## src/rtl/ifetch_unit_pkg.sv

```systemverilog
// ----------------------------------------------------------------------------
// ifetch_unit_pkg
// Shared definitions for the instruction fetch unit: FSM state encodings,
// fault codes, the NOP instruction word and the default reset PC.
// ----------------------------------------------------------------------------
package ifetch_unit_pkg;

    typedef enum logic [1:0] {
        ST_IDLE  = 2'b00,
        ST_FETCH = 2'b01,
        ST_EXEC  = 2'b10,
        ST_HALT  = 2'b11
    } state_t;

    typedef enum logic [1:0] {
        FAULT_NONE     = 2'b00,
        FAULT_TIMEOUT  = 2'b01,
        FAULT_ILLEGAL  = 2'b10,
        FAULT_MISALIGN = 2'b11
    } fault_t;

    localparam logic [31:0] NOP_INST         = 32'h0000_0013;  // addi x0, x0, 0
    localparam logic [31:0] DEFAULT_RESET_PC = 32'h0000_0000;

    // Only 32-bit (uncompressed) encodings are supported.
    function automatic logic is_legal_encoding(input logic [31:0] inst);
        return inst[1:0] == 2'b11;
    endfunction

endpackage

```

## src/rtl/ifetch_unit_npc_sel.sv

```systemverilog
// ----------------------------------------------------------------------------
// npc_sel
// Combinational next-PC selection and target alignment check.
//   pc         : current instruction address
//   imm        : sign-extended immediate
//   branch     : decoded branch flag
//   jump       : decoded JAL flag (wins over branch)
//   zero       : ALU zero flag
//   npc        : selected next PC (modulo 2^32)
//   misaligned : npc is not word aligned
// ----------------------------------------------------------------------------
module npc_sel (
    input  logic [31:0] pc,
    input  logic [31:0] imm,
    input  logic        branch,
    input  logic        jump,
    input  logic        zero,
    output logic [31:0] npc,
    output logic        misaligned
);

    logic take_target;

    assign take_target = jump || (branch && zero);
    assign npc         = take_target ? (pc + imm) : (pc + 32'd4);
    assign misaligned  = npc[1:0] != 2'b00;

endmodule

```

## src/rtl/ifetch_unit.sv

```systemverilog
// ----------------------------------------------------------------------------
// ifetch_unit
// Multi-cycle instruction fetch sequencer: IDLE -> FETCH -> EXEC -> FETCH ...
// with a sticky HALT state entered on fetch timeout, illegal encoding or a
// misaligned next PC.
//   clk, rst_n          : clock, synchronous active-low reset
//   inst_in, MIO_ready  : instruction memory return data / handshake
//   Branch, Jump, zero  : control-unit / ALU flags for the current instruction
//   imm                 : sign-extended immediate
//   PC_out, PC_plus4    : current address and its link value
//   fetch_req           : instruction read request (FETCH only)
//   inst_reg            : latched instruction, with OPcode/Fun3/Fun7 fields
//   inst_valid          : one-cycle decode/execute strobe (EXEC only)
//   halted, fault_code  : stopped-on-fault indication and cause
// ----------------------------------------------------------------------------
module ifetch_unit
    import ifetch_unit_pkg::*;
#(
    parameter logic [31:0] RESET_PC = DEFAULT_RESET_PC,
    parameter int          TIMEOUT  = 16
) (
    input  logic        clk,
    input  logic        rst_n,
    input  logic [31:0] inst_in,
    input  logic        MIO_ready,
    input  logic        Branch,
    input  logic        Jump,
    input  logic        zero,
    input  logic [31:0] imm,
    output logic [31:0] PC_out,
    output logic [31:0] PC_plus4,
    output logic        fetch_req,
    output logic [31:0] inst_reg,
    output logic [4:0]  OPcode,
    output logic [2:0]  Fun3,
    output logic        Fun7,
    output logic        inst_valid,
    output logic        halted,
    output logic [1:0]  fault_code
);

    // Counter only needs to hold 0 .. TIMEOUT-1.
    localparam int            CW       = (TIMEOUT > 1) ? $clog2(TIMEOUT) : 1;
    localparam logic [CW-1:0] CNT_LAST = CW'(TIMEOUT - 1);

    state_t        state_q, state_d;
    logic [31:0]   pc_q, pc_d;
    logic [31:0]   inst_q, inst_d;
    logic [CW-1:0] cnt_q, cnt_d;
    fault_t        fault_q, fault_d;

    logic [31:0]   npc;
    logic          npc_misaligned;

    npc_sel u_npc_sel (
        .pc         (pc_q),
        .imm        (imm),
        .branch     (Branch),
        .jump       (Jump),
        .zero       (zero),
        .npc        (npc),
        .misaligned (npc_misaligned)
    );

    // NOTE: every signal driven here gets a default first, so no path can
    // leave it unassigned and infer a latch.
    always_comb begin
        state_d = state_q;
        pc_d    = pc_q;
        inst_d  = inst_q;
        cnt_d   = cnt_q;
        fault_d = fault_q;

        unique case (state_q)
            ST_IDLE: begin
                state_d = ST_FETCH;
                cnt_d   = '0;
            end

            ST_FETCH: begin
                if (MIO_ready) begin
                    inst_d = inst_in;
                    cnt_d  = '0;
                    if (is_legal_encoding(inst_in)) begin
                        state_d = ST_EXEC;
                    end else begin
                        state_d = ST_HALT;
                        fault_d = FAULT_ILLEGAL;
                    end
                end else if (cnt_q == CNT_LAST) begin
                    state_d = ST_HALT;
                    fault_d = FAULT_TIMEOUT;
                end else begin
                    cnt_d = cnt_q + 1'b1;
                end
            end

            ST_EXEC: begin
                // A misaligned target leaves PC on the faulting instruction.
                if (npc_misaligned) begin
                    state_d = ST_HALT;
                    fault_d = FAULT_MISALIGN;
                end else begin
                    pc_d    = npc;
                    state_d = ST_FETCH;
                end
            end

            ST_HALT: begin
                state_d = ST_HALT;
            end

            default: begin
                state_d = ST_IDLE;
            end
        endcase
    end

    // NOTE: state registers use non-blocking assignments so every flop
    // samples the pre-edge values, independent of statement order.
    always_ff @(posedge clk) begin
        if (!rst_n) begin
            state_q <= ST_IDLE;
            pc_q    <= RESET_PC;
            inst_q  <= NOP_INST;
            cnt_q   <= '0;
            fault_q <= FAULT_NONE;
        end else begin
            state_q <= state_d;
            pc_q    <= pc_d;
            inst_q  <= inst_d;
            cnt_q   <= cnt_d;
            fault_q <= fault_d;
        end
    end

    // Strobes are gated by rst_n so they stay low throughout reset, even in
    // the cycle where the state register still holds FETCH or EXEC.
    assign fetch_req  = rst_n && (state_q == ST_FETCH);
    assign inst_valid = rst_n && (state_q == ST_EXEC);
    assign halted     = (state_q == ST_HALT);
    assign fault_code = fault_q;

    assign PC_out   = pc_q;
    assign PC_plus4 = pc_q + 32'd4;
    assign inst_reg = inst_q;
    assign OPcode   = inst_q[6:2];
    assign Fun3     = inst_q[14:12];
    assign Fun7     = inst_q[30];

endmodule

```

## config.mk

```make
export PLATFORM = sky130hd
export DESIGN_NAME = ifetch_unit
export DESIGN_NICKNAME = d
export VERILOG_FILES = /design/src/rtl/ifetch_unit_pkg.sv /design/src/rtl/ifetch_unit_npc_sel.sv /design/src/rtl/ifetch_unit.sv
export SDC_FILE = /design/constraint.sdc
export NUM_CORES = 1
export LEC_CHECK = 0
export CELL_PAD_IN_SITES_DETAIL_PLACEMENT = 0
export CELL_PAD_IN_SITES_GLOBAL_PLACEMENT = 1
export CORE_MARGIN = 5
export CORE_UTILIZATION = 44
export CTS_CLUSTER_DIAMETER = 30
export DETAILED_ROUTE_END_ITERATION = 10
export DONT_BUFFER_PORTS = 1
export PLACE_DENSITY = 0.84
export REMOVE_ABC_BUFFERS = 1
export SYNTH_ARGS = -nofsm -noshare
export SYNTH_HDL_FRONTEND = slang
export SYNTH_SLANG_ARGS = --single-unit
```

## constraint.sdc

```tcl
create_clock -name clk -period 5.25 [get_ports clk]
set_clock_uncertainty 0.2 [all_clocks]
set_input_delay 1.05 -clock clk [delete_from_list [all_inputs] [get_ports clk]]
set_output_delay 1.05 -clock clk [all_outputs]
set_load 0.005 [all_outputs]
```

; Word-level counts from Yosys, hierarchy flattened
; Cells that the tools add are included.
[word_totals]
wordCells = 44
out_inout_bits = 110
reg_bits = 72
[classes]
mux = 14
addsub = 3
eq_ne = 9
n_reduce_logical = 12
bitwise = 1
[op_table]
columns = op, n
row1 = "adder 32 x 3 -> 32 bit, second input constant", 1
row2 = adder 32 bit, 1
row3 = 2-to-1 mux 32 bit, 1
row4 = 2-to-1 mux 2 bit, 7
row5 = "!= test 3 bit, second input constant", 3
row6 = 2-to-1 mux 4 bit, 2
row7 = case mux 2 bit (4 select lines), 1
row8 = case mux 4 bit (2 select lines), 1
row9 = "== test 2 bit, second input constant", 3
row10 = AND reduction 2 bit, 3
row11 = nonzero test 2 bit, 3
row12 = "adder 4 x 1 -> 4 bit, second input constant", 1
row13 = "== test 4 bit, second input constant", 1
row14 = case mux 2 bit (2 select lines), 1
row15 = AND reduction 4 bit, 1
row16 = logical AND 1 bit, 3
row17 = "== test 2 x 1 -> 1 bit, second input constant", 1
row18 = logical NOT 2 bit, 1
row19 = "!= test 2 bit, second input constant", 1
row20 = logical OR 1 bit, 1
row21 = 2-to-1 mux 1 bit, 1
row22 = inverter 1 bit, 1

; Depth between registers and ports, before layout
[depth]
depth_word = 6
depth_mapped = 11
mapped_depth_nobuf = 11

; By module
; From an unflattened synthesis, not the netlist that was laid out.
[unflattened]
cells_unflattened = 821
hier_area_um2 = 5933.2
[by_module_without_submodules]
columns = module, area_each_um2, seq_area_each_um2, instances, cells_each
row1 = ifetch_unit, 3216.8, 1441.4, 1, 418
row2 = npc_sel, 2716.4, 0.0, 1, 403

; Least setup slack after synthesis
; Ideal clock, no wire load.
[synth_path]
kind = input to register
start = input imm[0]
end = register pc_q[30] (netlist: PC_out[30])
stages = 11
arrival_time_ps = 3514
n_path_buf = 0
setup_slack_ps = 1416
t_required_ps = 4930
cell_sequence = ha_1 > fa_1 > a21o_1 > a221oi_2 > nor2_2 > a21boi_4 > o21ai_2 > o31a_1 > or4_1 > a31oi_1 > nor3_1
[synth_via]
elab_chain_len = 5
[synth_lines]
columns = element, line_no
row1 = from (decl), ifetch_unit.sv:29  ; input logic [31:0] imm,
row2 = adder 32 bit *, ifetch_unit_npc_sel.sv:25  ; assign npc = take_target ? (pc + imm) : (pc + 32'd4);
row3 = 2-to-1 mux 32 bit *, ifetch_unit_npc_sel.sv:25
row4 = nonzero test 2 bit, ifetch_unit_npc_sel.sv:26  ; assign misaligned = npc[1:0] != 2'b00;
row5 = inverter 1 bit (no source line), -
row6 = AND reduction 2 bit (no source line), -
row7 = to (signal assigned), ifetch_unit.sv:130  ; pc_q <= pc_d;
row8 = to (decl), ifetch_unit.sv:47  ; logic [31:0] pc_q, pc_d;
; Mark *: on every way between the ends. The rest lies on a longest branch, timed or not.
; A chain may end at the register's enable or synchronous reset.

; Worst setup path in the final report
[layout_path]
start = register pc_q[2] (netlist: PC_out[2])
end = output PC_plus4[22]
[layout_via]
elab_chain_len = 1
[layout_lines]
columns = element, line_no
row1 = adder 32 x 3 -> 32 bit, ifetch_unit.sv:145  ; assign PC_plus4 = pc_q + 32'd4;
row2 = to (decl), ifetch_unit.sv:31  ; output logic [31:0] PC_plus4,
; No other way between the ends.

==> run metrics <==
status=completed; Initial DRC Count=roughly 480; ys flop type=dfxtp_1; CTS-repair resized insts=0; Hold Vio Cnt, Final=0; routed len/inst=~18 microns; most common cell in the netlist=nand2_1; Num Clock Sinks=72; post-CTS setup buffer count=0; dominant cell type by area after synthesis=dfxtp_1; gpl congestion=~0.9; met2 wire len=~7 mm; Tightest Pin Transition=~1200 ps; die width=approximately 120 microns; final setup fails=0; total power=~1.4 mW; CP required=4000 ps; total number of vias=approximately 5k; largest net degree at the start of global routing=54; share of layout cells above drive strength 1=0.0455; pre-CTS WS=between 1000 and 1500 ps; synthesized area=5210 sq um; DIE HEIGHT=around 120 microns; number of synthesized flops with an enable pin=0; CTS Root Cell=clkbuf_16; global-route usage over all layers=0.206; Setup TNS Final=0 ps; Net Sw Power=0.405 mW; sequential area share after synthesis=0.277; post-layout util=0.475; asr flop ratio synth=0; Max-Cap Viols=0; VDD IR-drop max=~150 uV; Min-Delay Path Class=reg2reg; Highest Signal Layer=met4; nets=780; TritonCTS clock tree=built; WHS=276 ps; DIE AREA=roughly 14000 sq um; Post-Syn Instances=about 710; WP data arrival=2830 ps; Site Rows=39; crit path kind=reg2out; Yosys cell types=58; cts bufs inserted=9; Synth area leaders=dfxtp_1, a21oi_1, nand2_1; Clock transition at path regs=60 ps; placed cell count=between 800 and 900; minimum clock period=between 4000 and 5000 ps; CP startpoint kind=flip-flop; # hold bufs at CTS=0; highest net fanout along the worst path=9; Antenna Nets Post-Route=0; Internal Pwr Total=0.969 mW; worst slew slack as a fraction of its limit=0.218; worst skew pair latency=approximately 330 ps; Synth top cells by count=nand2_1, a21oi_1, dfxtp_1; vias in the first global route=4764; Synth top area share=0.277; IO buf count=0; final wirelength=approximately 15 mm; power share of the sequential group=0.435; sw frac=0.295; post-DR vias/cell=a little over 6; synthesized flop and latch total=72; first-pass GRT wire length=approximately 24 mm; n_diodes=0; final max-slew violation count=0; Static Leakage=~2.2 nW; met3 wire length=about 1.5 mm; Starting Density=0.452; buffers from clock root to sink, at most=2; Post-Place Cell Area=5180 sq um; H-tree levels=3; P&R area growth vs syn=4.95%; core box area=~12000 sq um; Final Cycle Share=0.777; Syn Area/Cell=around 7.3 sq um; Non-Filler Instances=824; clock power share=0.425; gr ovfl total=0; Final WS setup=between 1000 and 1500 ps; Post-Layout Inst Area=between 5000 and 6000 sq um; IO Pins=between 150 and 200; initial antenna violation count=0; dpl hpwl=between 10 and 15 mm; Gate power share=0.140; Crit. End Element=output port; PD cells=~250 nW/um^2; metal1 wirelength=between 6 and 7 mm; Pre-antenna DRT Iters=5; Fmax=between 200 and 250 MHz; Syn. warnings=0; Residual DRC=0; unrepaired setup endpoints after global routing=no
==> power by group through the flow <==
stage               clock (mW)  combinational (mW)  sequential [mW]
finish                   0.584               0.192            0.598
global route             0.627               0.217            0.602
CTS                      0.602               0.191            0.599
detailed placement           0               0.190            0.611
global placement             0               0.187            0.610
floorplan                    0               0.149            0.601
==> final cells by class <==
type | instances | area (sq um)
flip-flops and latches | 72 | 1440
clock inverters | 7 | 60.1
repair buffers | 4 | 30.0
fillers | 1161 | 6050
inverters | 11 | 41.3
clock buffers | 9 | 225
well taps | 143 | 179
multi-input cells | 578 | 3490
==> critical path: stages (launching register included) <==
cell,delay (ps)
dfxtp_1,530
ha_1,310
and3_1,230
nand3_1,240
nor2_1,350
nand2_1,240
nor2_1,240
xor2_1,360
==> placed cells by master, fill, tap and decap left out, types with 2 or more instances in the layout <==
| master | count |
|---|---|
| nand2_1 | 117 |
| a21oi_1 | 103 |
| dfxtp_1 | 72 |
| nor2_1 | 50 |
| o21ai_0 | 40 |
| ha_1 | 33 |
| xnor2_1 | 32 |
| nand3_1 | 30 |
| xor2_1 | 21 |
| a21o_1 | 19 |
| a31oi_1 | 18 |
| nor3_1 | 17 |
| and3_1 | 13 |
| inv_1 | 10 |
| clkbuf_16 | 9 |
| nand4_1 | 8 |
| and4_1 | 6 |
| o21bai_1 | 6 |
| a211oi_1 | 6 |
| o221ai_1 | 5 |
| nand2b_1 | 4 |
| o21a_1 | 4 |
| buf_4 | 4 |
| a22oi_1 | 3 |
| o211ai_1 | 3 |
| a311oi_1 | 3 |
| clkinvlp_4 | 3 |
| inv_6 | 3 |
| and2_1 | 2 |
| or3_1 | 2 |
| and3b_1 | 2 |
| nor2b_1 | 2 |
| o31a_1 | 2 |
| a41oi_1 | 2 |
| nand3b_1 | 2 |
==> per-layer routing <==
| metal | track usage | up-vias |
|---|---|---|
| met5 | 0 | - |
| met4 | 0.0608 | 0 |
| met3 | 0.0669 | 25 |
| met2 | 0.329 | 240 |
| met1 | 0.266 | 2308 |
| li1 | - | 2468 |
==> worst paths after layout <==
| kind | start | to | slack (ps) | cells past startpoint |
|---|---|---|---|---|
| hold reg to reg | inst_reg[11] | inst_reg[11] | 280 | 2 |
| setup / recovery | PC_out[2] | PC_plus4[22] | 1170 | 7 |
| hold / removal | inst_reg[11] | inst_reg[11] | 280 | 2 |
| setup reg to reg | PC_out[0] | PC_out[30] | 1730 | 11 |
==> cell families (layout without fill, tap and decap cells) <==
group,after synthesis,count (layout),share of synthesized area
DFF,72,72,0.277
adders and majority gates,34,34,0.0831
and+or+nand+nor,262,262,0.230
buffers and inverters,63,31,0.0541
xor gates and xnor gates,53,53,0.0891
AOI/OAI and AO/OA,227,227,0.263
muxes,2,2,0.00408
Power figures use the tool's default switching activity.
